`config.mk`:
```
export PLATFORM = sky130hd
export DESIGN_NAME = pair_gen_flat
export DESIGN_NICKNAME = d
export VERILOG_FILES = /design/src/rtl/pair_gen_pkg.sv /design/src/rtl/pair_gen_if.sv /design/src/rtl/pair_gen.sv /design/src/flat_wrapper.sv
export SDC_FILE = /design/constraint.sdc
export NUM_CORES = 1
export LEC_CHECK = 0
export CORE_MARGIN = 5
export CORE_UTILIZATION = 40
export CTS_CLUSTER_SIZE = 20
export DETAILED_ROUTE_END_ITERATION = 7
export GPL_ROUTABILITY_DRIVEN = 0
export PLACE_DENSITY = 0.75
export SETUP_SLACK_MARGIN = 0.3
export SKIP_CTS_REPAIR_TIMING = 1
export SLEW_MARGIN = 20
export SYNTH_ARGS = -nofsm -noshare
export SYNTH_HDL_FRONTEND = slang
export SYNTH_SLANG_ARGS = --single-unit
```
`constraint.sdc`:
```
create_clock -name clk -period 7.5 [get_ports clk]
set_clock_uncertainty 0.2 [all_clocks]
set_input_delay 1.5 -clock clk [delete_from_list [all_inputs] [get_ports clk]]
set_output_delay 1.5 -clock clk [all_outputs]
set_load 0.05 [all_outputs]
```
`src/rtl/pair_gen_pkg.sv`:
```
// Shared types and constants for the pair generator.
// Position words are packed {z,y,x}, each DATA_WIDTH bits wide.
package pair_gen_pkg;

  localparam int DATA_WIDTH       = 32;
  localparam int POS_STRUCT_WIDTH = 3 * DATA_WIDTH;
  localparam int PAIR_ID_WIDTH    = 7;

  typedef struct packed {
    logic [DATA_WIDTH-1:0] z;
    logic [DATA_WIDTH-1:0] y;
    logic [DATA_WIDTH-1:0] x;
  } pos_t;

  typedef enum logic [1:0] {
    IDLE  = 2'd0,
    RUN   = 2'd1,
    DRAIN = 2'd2,
    DONE  = 2'd3
  } pair_gen_state_t;

endpackage

```
`src/rtl/pair_gen_if.sv`:
```
// Bundle of the pair generator's control, position-RAM and pair-output signals.
// master: the generator itself; slave: the surrounding logic (control, RAMs, converter).
interface pair_gen_if import pair_gen_pkg::*; #(
  parameter int ID_WIDTH = PAIR_ID_WIDTH
) ();

  // sweep control
  logic                        i_start;
  logic [ID_WIDTH-1:0]         i_home_cnt;
  logic [ID_WIDTH-1:0]         i_nb_cnt;
  logic                        i_same_cell;
  logic                        i_stall;
  // position RAM read ports
  logic [ID_WIDTH-1:0]         o_home_addr;
  logic [ID_WIDTH-1:0]         o_nb_addr;
  logic [POS_STRUCT_WIDTH-1:0] i_home_rdata;
  logic [POS_STRUCT_WIDTH-1:0] i_nb_rdata;
  // pair output towards the fixed->float converter
  logic [POS_STRUCT_WIDTH-1:0] o_home_pos;
  logic [POS_STRUCT_WIDTH-1:0] o_nb_pos;
  logic [ID_WIDTH-1:0]         o_home_id;
  logic [ID_WIDTH-1:0]         o_nb_id;
  logic                        o_pair_valid;
  // status
  logic                        o_busy;
  logic                        o_done;

  modport master (
    input  i_start, i_home_cnt, i_nb_cnt, i_same_cell, i_stall,
    input  i_home_rdata, i_nb_rdata,
    output o_home_addr, o_nb_addr,
    output o_home_pos, o_nb_pos, o_home_id, o_nb_id, o_pair_valid,
    output o_busy, o_done
  );

  modport slave (
    output i_start, i_home_cnt, i_nb_cnt, i_same_cell, i_stall,
    output i_home_rdata, i_nb_rdata,
    input  o_home_addr, o_nb_addr,
    input  o_home_pos, o_nb_pos, o_home_id, o_nb_id, o_pair_valid,
    input  o_busy, o_done
  );

endinterface

```
`src/rtl/pair_gen.sv`:
```
// Pair generator: walks every (home, neighbour) particle pair of one cell pair,
// home index outer, neighbour index inner, one address pair per unstalled cycle.
// Pipeline: address reg (k) -> RAM data (k+1) -> registered pair output (k+2).
// Optional macro PAIR_SKIP_SELF_EN: with i_same_cell=1 only the upper triangle
// (nb_id > home_id) is swept.
module pair_gen import pair_gen_pkg::*; #(
  parameter int ID_WIDTH    = PAIR_ID_WIDTH,
  parameter int RAM_LATENCY = 1
) (
  input  logic       clk,
  input  logic       rst_n,
  pair_gen_if.master bus
);

  typedef logic [ID_WIDTH-1:0] id_t;

  // The output stage assumes data arrives exactly one cycle after the address.
  generate
    if (RAM_LATENCY != 1) begin : g_bad_latency
      $error("pair_gen: RAM_LATENCY=%0d is not supported (only 1)", RAM_LATENCY);
    end
  endgenerate

  pair_gen_state_t r_state;
  pair_gen_state_t w_state_next;

  // captured sweep parameters
  id_t  r_home_cnt;
  id_t  r_nb_cnt;
  logic r_same;
  // next pair to issue while in RUN
  id_t  r_h;
  id_t  r_n;
  // stage A: issued address (also the ids of the pair in flight)
  id_t  r_home_addr;
  id_t  r_nb_addr;
  logic r_a_valid;
  // stage B: ids aligned with RAM read data
  id_t  r_b_home_id;
  id_t  r_b_nb_id;
  logic r_b_valid;
  // stage C: registered pair output
  logic [POS_STRUCT_WIDTH-1:0] r_home_pos;
  logic [POS_STRUCT_WIDTH-1:0] r_nb_pos;
  id_t  r_home_id;
  id_t  r_nb_id;
  logic r_pair_valid;

  logic w_skip_in;
`ifdef PAIR_SKIP_SELF_EN
  assign w_skip_in = bus.i_same_cell;
`else
  logic w_unused_same_cell;
  assign w_skip_in          = 1'b0;
  assign w_unused_same_cell = bus.i_same_cell;
`endif

  // In IDLE the live inputs describe the sweep being started; afterwards the captured copies do.
  logic w_idle;
  id_t  w_hc;
  id_t  w_nc;
  logic w_skip;
  assign w_idle = (r_state == IDLE);
  assign w_hc   = w_idle ? bus.i_home_cnt : r_home_cnt;
  assign w_nc   = w_idle ? bus.i_nb_cnt   : r_nb_cnt;
  assign w_skip = w_idle ? w_skip_in      : r_same;

  // An empty sweep emits nothing; the triangle of a single particle is empty too.
  logic w_empty;
  logic w_start_ok;
  assign w_empty    = (w_hc == '0) || (w_nc == '0) || (w_skip && (w_hc < id_t'(2)));
  assign w_start_ok = w_idle && bus.i_start;

  // Pair considered for issue this cycle and the pair that follows it.
  id_t  w_first_n;
  id_t  w_cur_h;
  id_t  w_cur_n;
  id_t  w_last_h;
  logic w_wrap;
  logic w_is_last;
  id_t  w_nxt_h;
  id_t  w_nxt_n;
  assign w_first_n = w_skip ? id_t'(1) : '0;
  assign w_cur_h   = w_idle ? '0 : r_h;
  assign w_cur_n   = w_idle ? w_first_n : r_n;
  // With the triangle the last row (h = N-1) has no candidates, so the sweep ends on row N-2.
  assign w_last_h  = w_skip ? (w_hc - id_t'(2)) : (w_hc - id_t'(1));
  assign w_wrap    = (w_cur_n == (w_nc - id_t'(1)));
  assign w_is_last = (w_cur_h == w_last_h) && w_wrap;
  assign w_nxt_h   = w_wrap ? (w_cur_h + id_t'(1)) : w_cur_h;
  assign w_nxt_n   = w_wrap ? (w_skip ? (w_cur_h + id_t'(2)) : '0) : (w_cur_n + id_t'(1));

  logic w_issue;
  logic w_busy;
  logic w_done;

  // State register.
  always_ff @(posedge clk or negedge rst_n) begin
    if (!rst_n) r_state <= IDLE;
    else        r_state <= w_state_next;
  end

  // Next-state logic; the first pair is issued on the start edge itself.
  always_comb begin
    w_state_next = r_state;
    case (r_state)
      IDLE: begin
        if (bus.i_start) begin
          if (w_empty)                  w_state_next = DONE;
          else if (w_issue && w_is_last) w_state_next = DRAIN;
          else                          w_state_next = RUN;
        end
      end
      RUN:   if (w_issue && w_is_last) w_state_next = DRAIN;
      DRAIN: if (!r_a_valid && !r_b_valid) w_state_next = DONE;
      DONE:  w_state_next = IDLE;
      default: w_state_next = IDLE;
    endcase
  end

  // Output/control decode: issue gating, busy and done.
  always_comb begin
    w_issue = 1'b0;
    w_busy  = 1'b0;
    w_done  = 1'b0;
    case (r_state)
      IDLE:  w_issue = bus.i_start && !w_empty && !bus.i_stall;
      RUN: begin
        w_issue = !bus.i_stall;
        w_busy  = 1'b1;
      end
      DRAIN: w_busy = 1'b1;
      DONE:  w_done = 1'b1;
      default: ;
    endcase
  end

  // Capture sweep parameters on an accepted start.
  always_ff @(posedge clk or negedge rst_n) begin
    if (!rst_n) begin
      r_home_cnt <= '0;
      r_nb_cnt   <= '0;
      r_same     <= 1'b0;
    end else if (w_start_ok) begin
      r_home_cnt <= bus.i_home_cnt;
      r_nb_cnt   <= bus.i_nb_cnt;
      r_same     <= w_skip_in;
    end
  end

  // Pair counters and address registers; a stall freezes both.
  always_ff @(posedge clk or negedge rst_n) begin
    if (!rst_n) begin
      r_h         <= '0;
      r_n         <= '0;
      r_home_addr <= '0;
      r_nb_addr   <= '0;
      r_a_valid   <= 1'b0;
    end else begin
      r_a_valid <= w_issue;
      if (w_issue) begin
        r_home_addr <= w_cur_h;
        r_nb_addr   <= w_cur_n;
        r_h         <= w_nxt_h;
        r_n         <= w_nxt_n;
      end else if (w_start_ok) begin
        r_h <= '0;
        r_n <= w_first_n;
      end
    end
  end

  // Delay ids by one cycle so they line up with the RAM read data.
  always_ff @(posedge clk or negedge rst_n) begin
    if (!rst_n) begin
      r_b_valid   <= 1'b0;
      r_b_home_id <= '0;
      r_b_nb_id   <= '0;
    end else begin
      r_b_valid <= r_a_valid;
      if (r_a_valid) begin
        r_b_home_id <= r_home_addr;
        r_b_nb_id   <= r_nb_addr;
      end
    end
  end

  // Registered pair output; positions and ids hold while no pair is valid.
  always_ff @(posedge clk or negedge rst_n) begin
    if (!rst_n) begin
      r_pair_valid <= 1'b0;
      r_home_pos   <= '0;
      r_nb_pos     <= '0;
      r_home_id    <= '0;
      r_nb_id      <= '0;
    end else begin
      r_pair_valid <= r_b_valid;
      if (r_b_valid) begin
        r_home_pos <= bus.i_home_rdata;
        r_nb_pos   <= bus.i_nb_rdata;
        r_home_id  <= r_b_home_id;
        r_nb_id    <= r_b_nb_id;
      end
    end
  end

  assign bus.o_home_addr  = r_home_addr;
  assign bus.o_nb_addr    = r_nb_addr;
  assign bus.o_home_pos   = r_home_pos;
  assign bus.o_nb_pos     = r_nb_pos;
  assign bus.o_home_id    = r_home_id;
  assign bus.o_nb_id      = r_nb_id;
  assign bus.o_pair_valid = r_pair_valid;
  assign bus.o_busy       = w_busy;
  assign bus.o_done       = w_done;

endmodule
```
`src/flat_wrapper.sv`:
```
// flat-port wrapper written by rule: the top's interface ports become plain ports
module pair_gen_flat import pair_gen_pkg::*;
#(
  parameter int ID_WIDTH    = PAIR_ID_WIDTH,
  parameter int RAM_LATENCY = 1
)
  (clk, rst_n, bus_i_start, bus_i_home_cnt, bus_i_nb_cnt, bus_i_same_cell, bus_i_stall, bus_i_home_rdata, bus_i_nb_rdata, bus_o_home_addr, bus_o_nb_addr, bus_o_home_pos, bus_o_nb_pos, bus_o_home_id, bus_o_nb_id, bus_o_pair_valid, bus_o_busy, bus_o_done);
  pair_gen_if #(.ID_WIDTH(ID_WIDTH)) bus_i ();
  input  logic clk;
  input  logic rst_n;
  input wire logic [$bits(bus_i.i_start)-1:0] bus_i_start;
  input wire logic [$bits(bus_i.i_home_cnt)-1:0] bus_i_home_cnt;
  input wire logic [$bits(bus_i.i_nb_cnt)-1:0] bus_i_nb_cnt;
  input wire logic [$bits(bus_i.i_same_cell)-1:0] bus_i_same_cell;
  input wire logic [$bits(bus_i.i_stall)-1:0] bus_i_stall;
  input wire logic [$bits(bus_i.i_home_rdata)-1:0] bus_i_home_rdata;
  input wire logic [$bits(bus_i.i_nb_rdata)-1:0] bus_i_nb_rdata;
  output wire logic [$bits(bus_i.o_home_addr)-1:0] bus_o_home_addr;
  output wire logic [$bits(bus_i.o_nb_addr)-1:0] bus_o_nb_addr;
  output wire logic [$bits(bus_i.o_home_pos)-1:0] bus_o_home_pos;
  output wire logic [$bits(bus_i.o_nb_pos)-1:0] bus_o_nb_pos;
  output wire logic [$bits(bus_i.o_home_id)-1:0] bus_o_home_id;
  output wire logic [$bits(bus_i.o_nb_id)-1:0] bus_o_nb_id;
  output wire logic [$bits(bus_i.o_pair_valid)-1:0] bus_o_pair_valid;
  output wire logic [$bits(bus_i.o_busy)-1:0] bus_o_busy;
  output wire logic [$bits(bus_i.o_done)-1:0] bus_o_done;
  assign bus_i.i_start = bus_i_start;
  assign bus_i.i_home_cnt = bus_i_home_cnt;
  assign bus_i.i_nb_cnt = bus_i_nb_cnt;
  assign bus_i.i_same_cell = bus_i_same_cell;
  assign bus_i.i_stall = bus_i_stall;
  assign bus_i.i_home_rdata = bus_i_home_rdata;
  assign bus_i.i_nb_rdata = bus_i_nb_rdata;
  assign bus_o_home_addr = bus_i.o_home_addr;
  assign bus_o_nb_addr = bus_i.o_nb_addr;
  assign bus_o_home_pos = bus_i.o_home_pos;
  assign bus_o_nb_pos = bus_i.o_nb_pos;
  assign bus_o_home_id = bus_i.o_home_id;
  assign bus_o_nb_id = bus_i.o_nb_id;
  assign bus_o_pair_valid = bus_i.o_pair_valid;
  assign bus_o_busy = bus_i.o_busy;
  assign bus_o_done = bus_i.o_done;
  pair_gen #(.ID_WIDTH(ID_WIDTH), .RAM_LATENCY(RAM_LATENCY)) u_core (.clk(clk), .rst_n(rst_n), .bus(bus_i));
endmodule
```
# Yosys cells after proc, flatten, opt, wreduce, memory -nomap -nowiden

Cells that the tools add are included.
Widths: inputs -> output; s select.

Add/sub/neg operators: 4
Equality and inequality tests: 8
Multiplexer cells: 18
Reduce and logical (&&, ||, !) cells: 17

Operator list:

| cell                | count |
|---|---|
| $mux 7              | 9 |
| $add 7x1->7 const B | 2 |
| $eq 7x7->1          | 2 |
| $logic_not 7->1     | 2 |
| $sub 7x1->7 const B | 2 |
| $mux 2              | 5 |
| $pmux 2 s4          | 1 |
| $logic_and 1x1->1   | 6 |
| $eq 2x2->1 const B  | 2 |
| $logic_not 1->1     | 4 |
| $ne 2x1->1 const B  | 2 |
| $reduce_and 3->1    | 1 |
| $eq 2x1->1 const B  | 1 |
| $logic_not 2->1     | 1 |
| $mux 1              | 2 |
| $ne 2x2->1 const B  | 1 |
| $pmux 1 s2          | 1 |
| $reduce_bool 2->1   | 1 |
| $reduce_or 2->1     | 1 |
| $logic_or 1x1->1    | 1 |

Register bits: 267
Input port bits: 211
Logic and storage cells: 63

# Depth between registers and ports, before layout

Depth after elaboration: 13
Depth in mapped cells: 17

# Worst setup path after synthesis

Ideal clock, no wire load.

Path type: reg-to-reg
From: register u_core.r_state[0]
To: register u_core.r_h[3]
Data arrival time: 3626 ps
Data required time: 7174 ps
Setup slack: 3548 ps
Cell stages (with the launch flop): 18
Cell sequence: dfrtp_1 > inv_1 > ha_1 > buf_2 > buf_2 > buf_2 > buf_1 > buf_1 > mux2i_1 > ha_1 > nor3b_1 > a21oi_1 > nor3_2 > and2_1 > buf_4 > buf_6 > nand2_1 > a221o_1

Word-level cells in the longest chain between the ends: 9

Ends and longest elaborated chain:

| item                                                                | line            | RTL |
|---|---|---|
| start: declaration                                                  | pair_gen.sv:24  | `pair_gen_state_t r_state;` |
| start signal: assignment                                            | pair_gen.sv:100 | `else r_state <= w_state_next;` |
| parallel branches: the longest is 9 deep, another holds $sub 7x1->7 | --              |  |
| end signal: assignment                                              | pair_gen.sv:164 | `r_h <= w_nxt_h;` |
| end: declaration                                                    | pair_gen.sv:32  | `id_t r_h;` |

Parallel ways; which one is timed is not known.
A chain may end at the register's enable or synchronous reset.

# Worst setup path after layout

From: register u_core.r_state[1]
To: register u_core.r_h[5]

Same word-level chain as after synthesis.

==> summary.txt <==
Initial Utilization - 40.8%
Top Ports - 434
Worst R2R Path Depth - 11
Met1 WL - 12300 um
Largest net degree at the start of global routing - 169
Worst setup margin - 3160 ps
WL final - 32500 um
CP Capture Type - flop
Placed Cells incl. Taps - 1494
First-pass iteration count of the detailed router - 4
Worst Setup Start Kind - flop
Setup Viol. Count Final - 0
Grt total ovfl - 0
Final Slew Violations - 0
Clock Latency Late Sink - 540 ps
Area of the multi-input gates - 4150 um^2
Netlist cell types - 66
Post-Syn Area - 11000 um^2
Vias - 7791
Worst R2R Setup Slack - 3160 ps
Synth top area cells - dfrtp_1 (61%), mux2_2 (25%), clkbuf_1 (1.1%), ha_1 (1.0%), xnor2_1 (0.71%)
Final period utilization - 57.8%
Commonest cells after routing, fill and taps aside - clkdlybuf4s50_1 (431), dfrtp_1 (266), mux2_2 (245), clkbuf_16 (29), nor2_1 (17)
Register area share after synthesis - 60.6%
Die Area - 31000 um^2
Setup CP Type - flop to flop
Inserted Clock Buffers - 29
Post-route setup TNS - 0 ps
Remaining DRCs - 0
FF+latch area - 6690 um^2
Hold Crit Class - flop to flop
Area growth, synth to finish - 51.2%
Async S/R FF share, synth - 100%
Die height - 176 um
Slew @ Worst Pin - 1120 ps
DR WL met3 - 2490 um
DR WL met2 - 16700 um
CTS max path bufs - 3
CTS root buf - clkbuf_16
CP startpoint - u_core.r_state[1]$_DFFE_PN0P_
Via density - 5.03
Fmax - 0.231 GHz
Pre-CTS setup slack - 2750 ps
Row count - 60
Share of cells above drive strength 1 - 26.0%
WP data required - 7760 ps
Initial drt markers - 359
Vias in the first global route - 8221
Die X - 176 um
Worst endpoint data arrival time - 4600 ps
Fillcell total - 2072
DRT antenna net count - 0
Minimum clock period - 4340 ps
Max Cap Viol - 0
Pwr Density - 530 nW/um^2
Core area - 27000 um^2
Per-cell routed wire length - 21.0 um
Worst-path clk slew - 60 ps
CTS tree - built
RSZ-0062 raised after global routing - false
Gr usage total - 20.2%
Syn avg cell area - 14.6 um^2
DP HPWL - 24400 um
Synth top area share - 60.6%
YS warnings - 0
Synth area leader - dfrtp_1
Reg2Reg Launch Point - u_core.r_state[1]$_DFFE_PN0P_
Final Non-Filler Cells - 1548
Peak VDD IR - 0.279 mV
Worst Setup EP - u_core.r_h[5]$_DFFE_PN0P_
Fin. Hold Viols - 0
Buffers on Ports - 432
Post-Syn Instances - 755
First-pass GRT wire length - 49100 um
Number of flops mapped to enable cells by yosys - 0
Initial antenna violation count - 4
Clock sink count - 267
Syn nets - 975
Top Layer Used - met5
Worst Hold Depth - 1
Rel. slew slack - 25.5%
Most common cell after layout, fill and taps aside - clkdlybuf4s50_1
Reg2reg end - u_core.r_h[5]$_DFFE_PN0P_
Post-synth top flop - dfrtp_1
# nets final - 1404
CTS H-tree lvls - 1
Synth Register Bits - 267
CP max FO - 38
Static Leak - 6.98 nW
Status - complete, no violations
==> metal layers <==
metal | vias up | track usage (%)
li1 | 3587 | -
met1 | 3840 | 23.5
met2 | 294 | 35.7
met3 | 66 | 6.12
met4 | 4 | 6.34
met5 | - | 0
==> metrics by stage <==
stage	area, um^2	total power, mW	util [%]	hold slack (ps)
finish	16700	8.84	61.7	301
global route	16700	9.24	61.7	316
CTS	16700	8.93	61.7	307
detailed placement	15700	7.43	58.0	294
global placement	15700	7.35	58.0	287
floorplan	11000	5.71	-	152
==> worst min path at each step <==
stage,slack (ps),end,from
after floorplan,150,u_core.bus.o_pair_valid$_DFF_PN0_,u_core.r_b_valid$_DFF_PN0_
after global placement,290,u_core.r_b_nb_id[0]$_DFFE_PN0P_,u_core.r_b_nb_id[0]$_DFFE_PN0P_
after detailed placement,290,u_core.bus.o_home_pos[85]$_DFFE_PN0P_,u_core.bus.o_home_pos[85]$_DFFE_PN0P_
after CTS,310,u_core.bus.o_home_pos[85]$_DFFE_PN0P_,u_core.bus.o_home_pos[85]$_DFFE_PN0P_
after global routing,320,u_core.bus.o_home_pos[39]$_DFFE_PN0P_,u_core.bus.o_home_pos[39]$_DFFE_PN0P_
final,300,u_core.bus.o_nb_id[5]$_DFFE_PN0P_,u_core.r_b_nb_id[5]$_DFFE_PN0P_
==> cell type report <==
class                           instances  share of cell area [%]
Antenna cell                            2                  0.0300
Clock buffer                           41                    5.16
Clock inverter                         11                   0.840
Inverter                               12                   0.270
Multi-Input combinational cell        438                    24.9
Sequential cell                       267                    40.1
Tap cell                              341                    2.56
Timing Repair Buffer                  436                    26.2
==> flip-flops by register name (all words and copies together) (netlist names) <==
register                 cells
u_core.bus.o_nb_addr         7
u_core.r_b_valid             1
u_core.bus.o_pair_valid      1
u_core.r_n                   7
u_core.bus.o_home_id         7
u_core.r_h                   7
u_core.bus.o_home_pos       96
u_core.r_b_nb_id             7
u_core.r_a_valid             1
u_core.r_b_home_id           7
u_core.bus.o_nb_id           7
u_core.r_state               2
u_core.r_home_cnt            7
u_core.r_nb_cnt              7
u_core.bus.o_home_addr       7
u_core.bus.o_nb_pos         96
==> worst max-delay path, cell delays in order (launching register included) <==
cell and delay [ps]:
dfrtp_1 420, inv_1 130, ha_1 530, buf_4 450, nand2_1 520, inv_1 200
o311ai_1 150, a21o_1 380, inv_2 440, nand3_4 150, or4_1 490, a31oi_1 170
==> cells by family (layout without fill, tap and decap cells) <==
| family | count (synthesis) | after routing | share of synthesized area [%] |
|---|---|---|---|
| flip-flops | 267 | 267 | 60.6 |
| buffers and inverters | 50 | 500 | 1.84 |
| multiplexers | 252 | 252 | 25.6 |
| adder cells (fa/ha/maj) | 9 | 9 | 1.02 |
| AND/OR/NAND/NOR | 98 | 98 | 5.05 |
| XOR/XNOR | 17 | 17 | 1.35 |
| AO/OA/AOI/OAI | 62 | 62 | 4.52 |
| other | 0 | 2 | 0 |
==> where the power goes <==
part / switching [mW] / total (mW) / internal [mW]
sequential: 0.425 / 2.50 / 2.08
clock: 0.574 / 1.47 / 0.898
combinational: 3.01 / 4.86 / 1.86
==> synth_stat cells (all sizes together), types with 3 or more instances <==
| library cell | count |
|---|---|
| dfrtp | 267 |
| mux2 | 245 |
| clkbuf | 31 |
| nor2 | 17 |
| nand2 | 16 |
| o21ai | 13 |
| inv | 12 |
| nand3 | 12 |
| nor2b | 11 |
| ha | 9 |
| xnor2 | 9 |
| xor2 | 8 |
| buf | 7 |
| mux2i | 7 |
| and2 | 6 |
| nor3 | 6 |
| a21oi | 5 |
| a221o | 5 |
| and3 | 5 |
| a22o | 4 |
| a31o | 4 |
| nor4b | 4 |
| or3 | 4 |
| a31oi | 3 |
| nand4 | 3 |
| nor4 | 3 |
| or4 | 3 |
(Power assumes the default switching activity.)
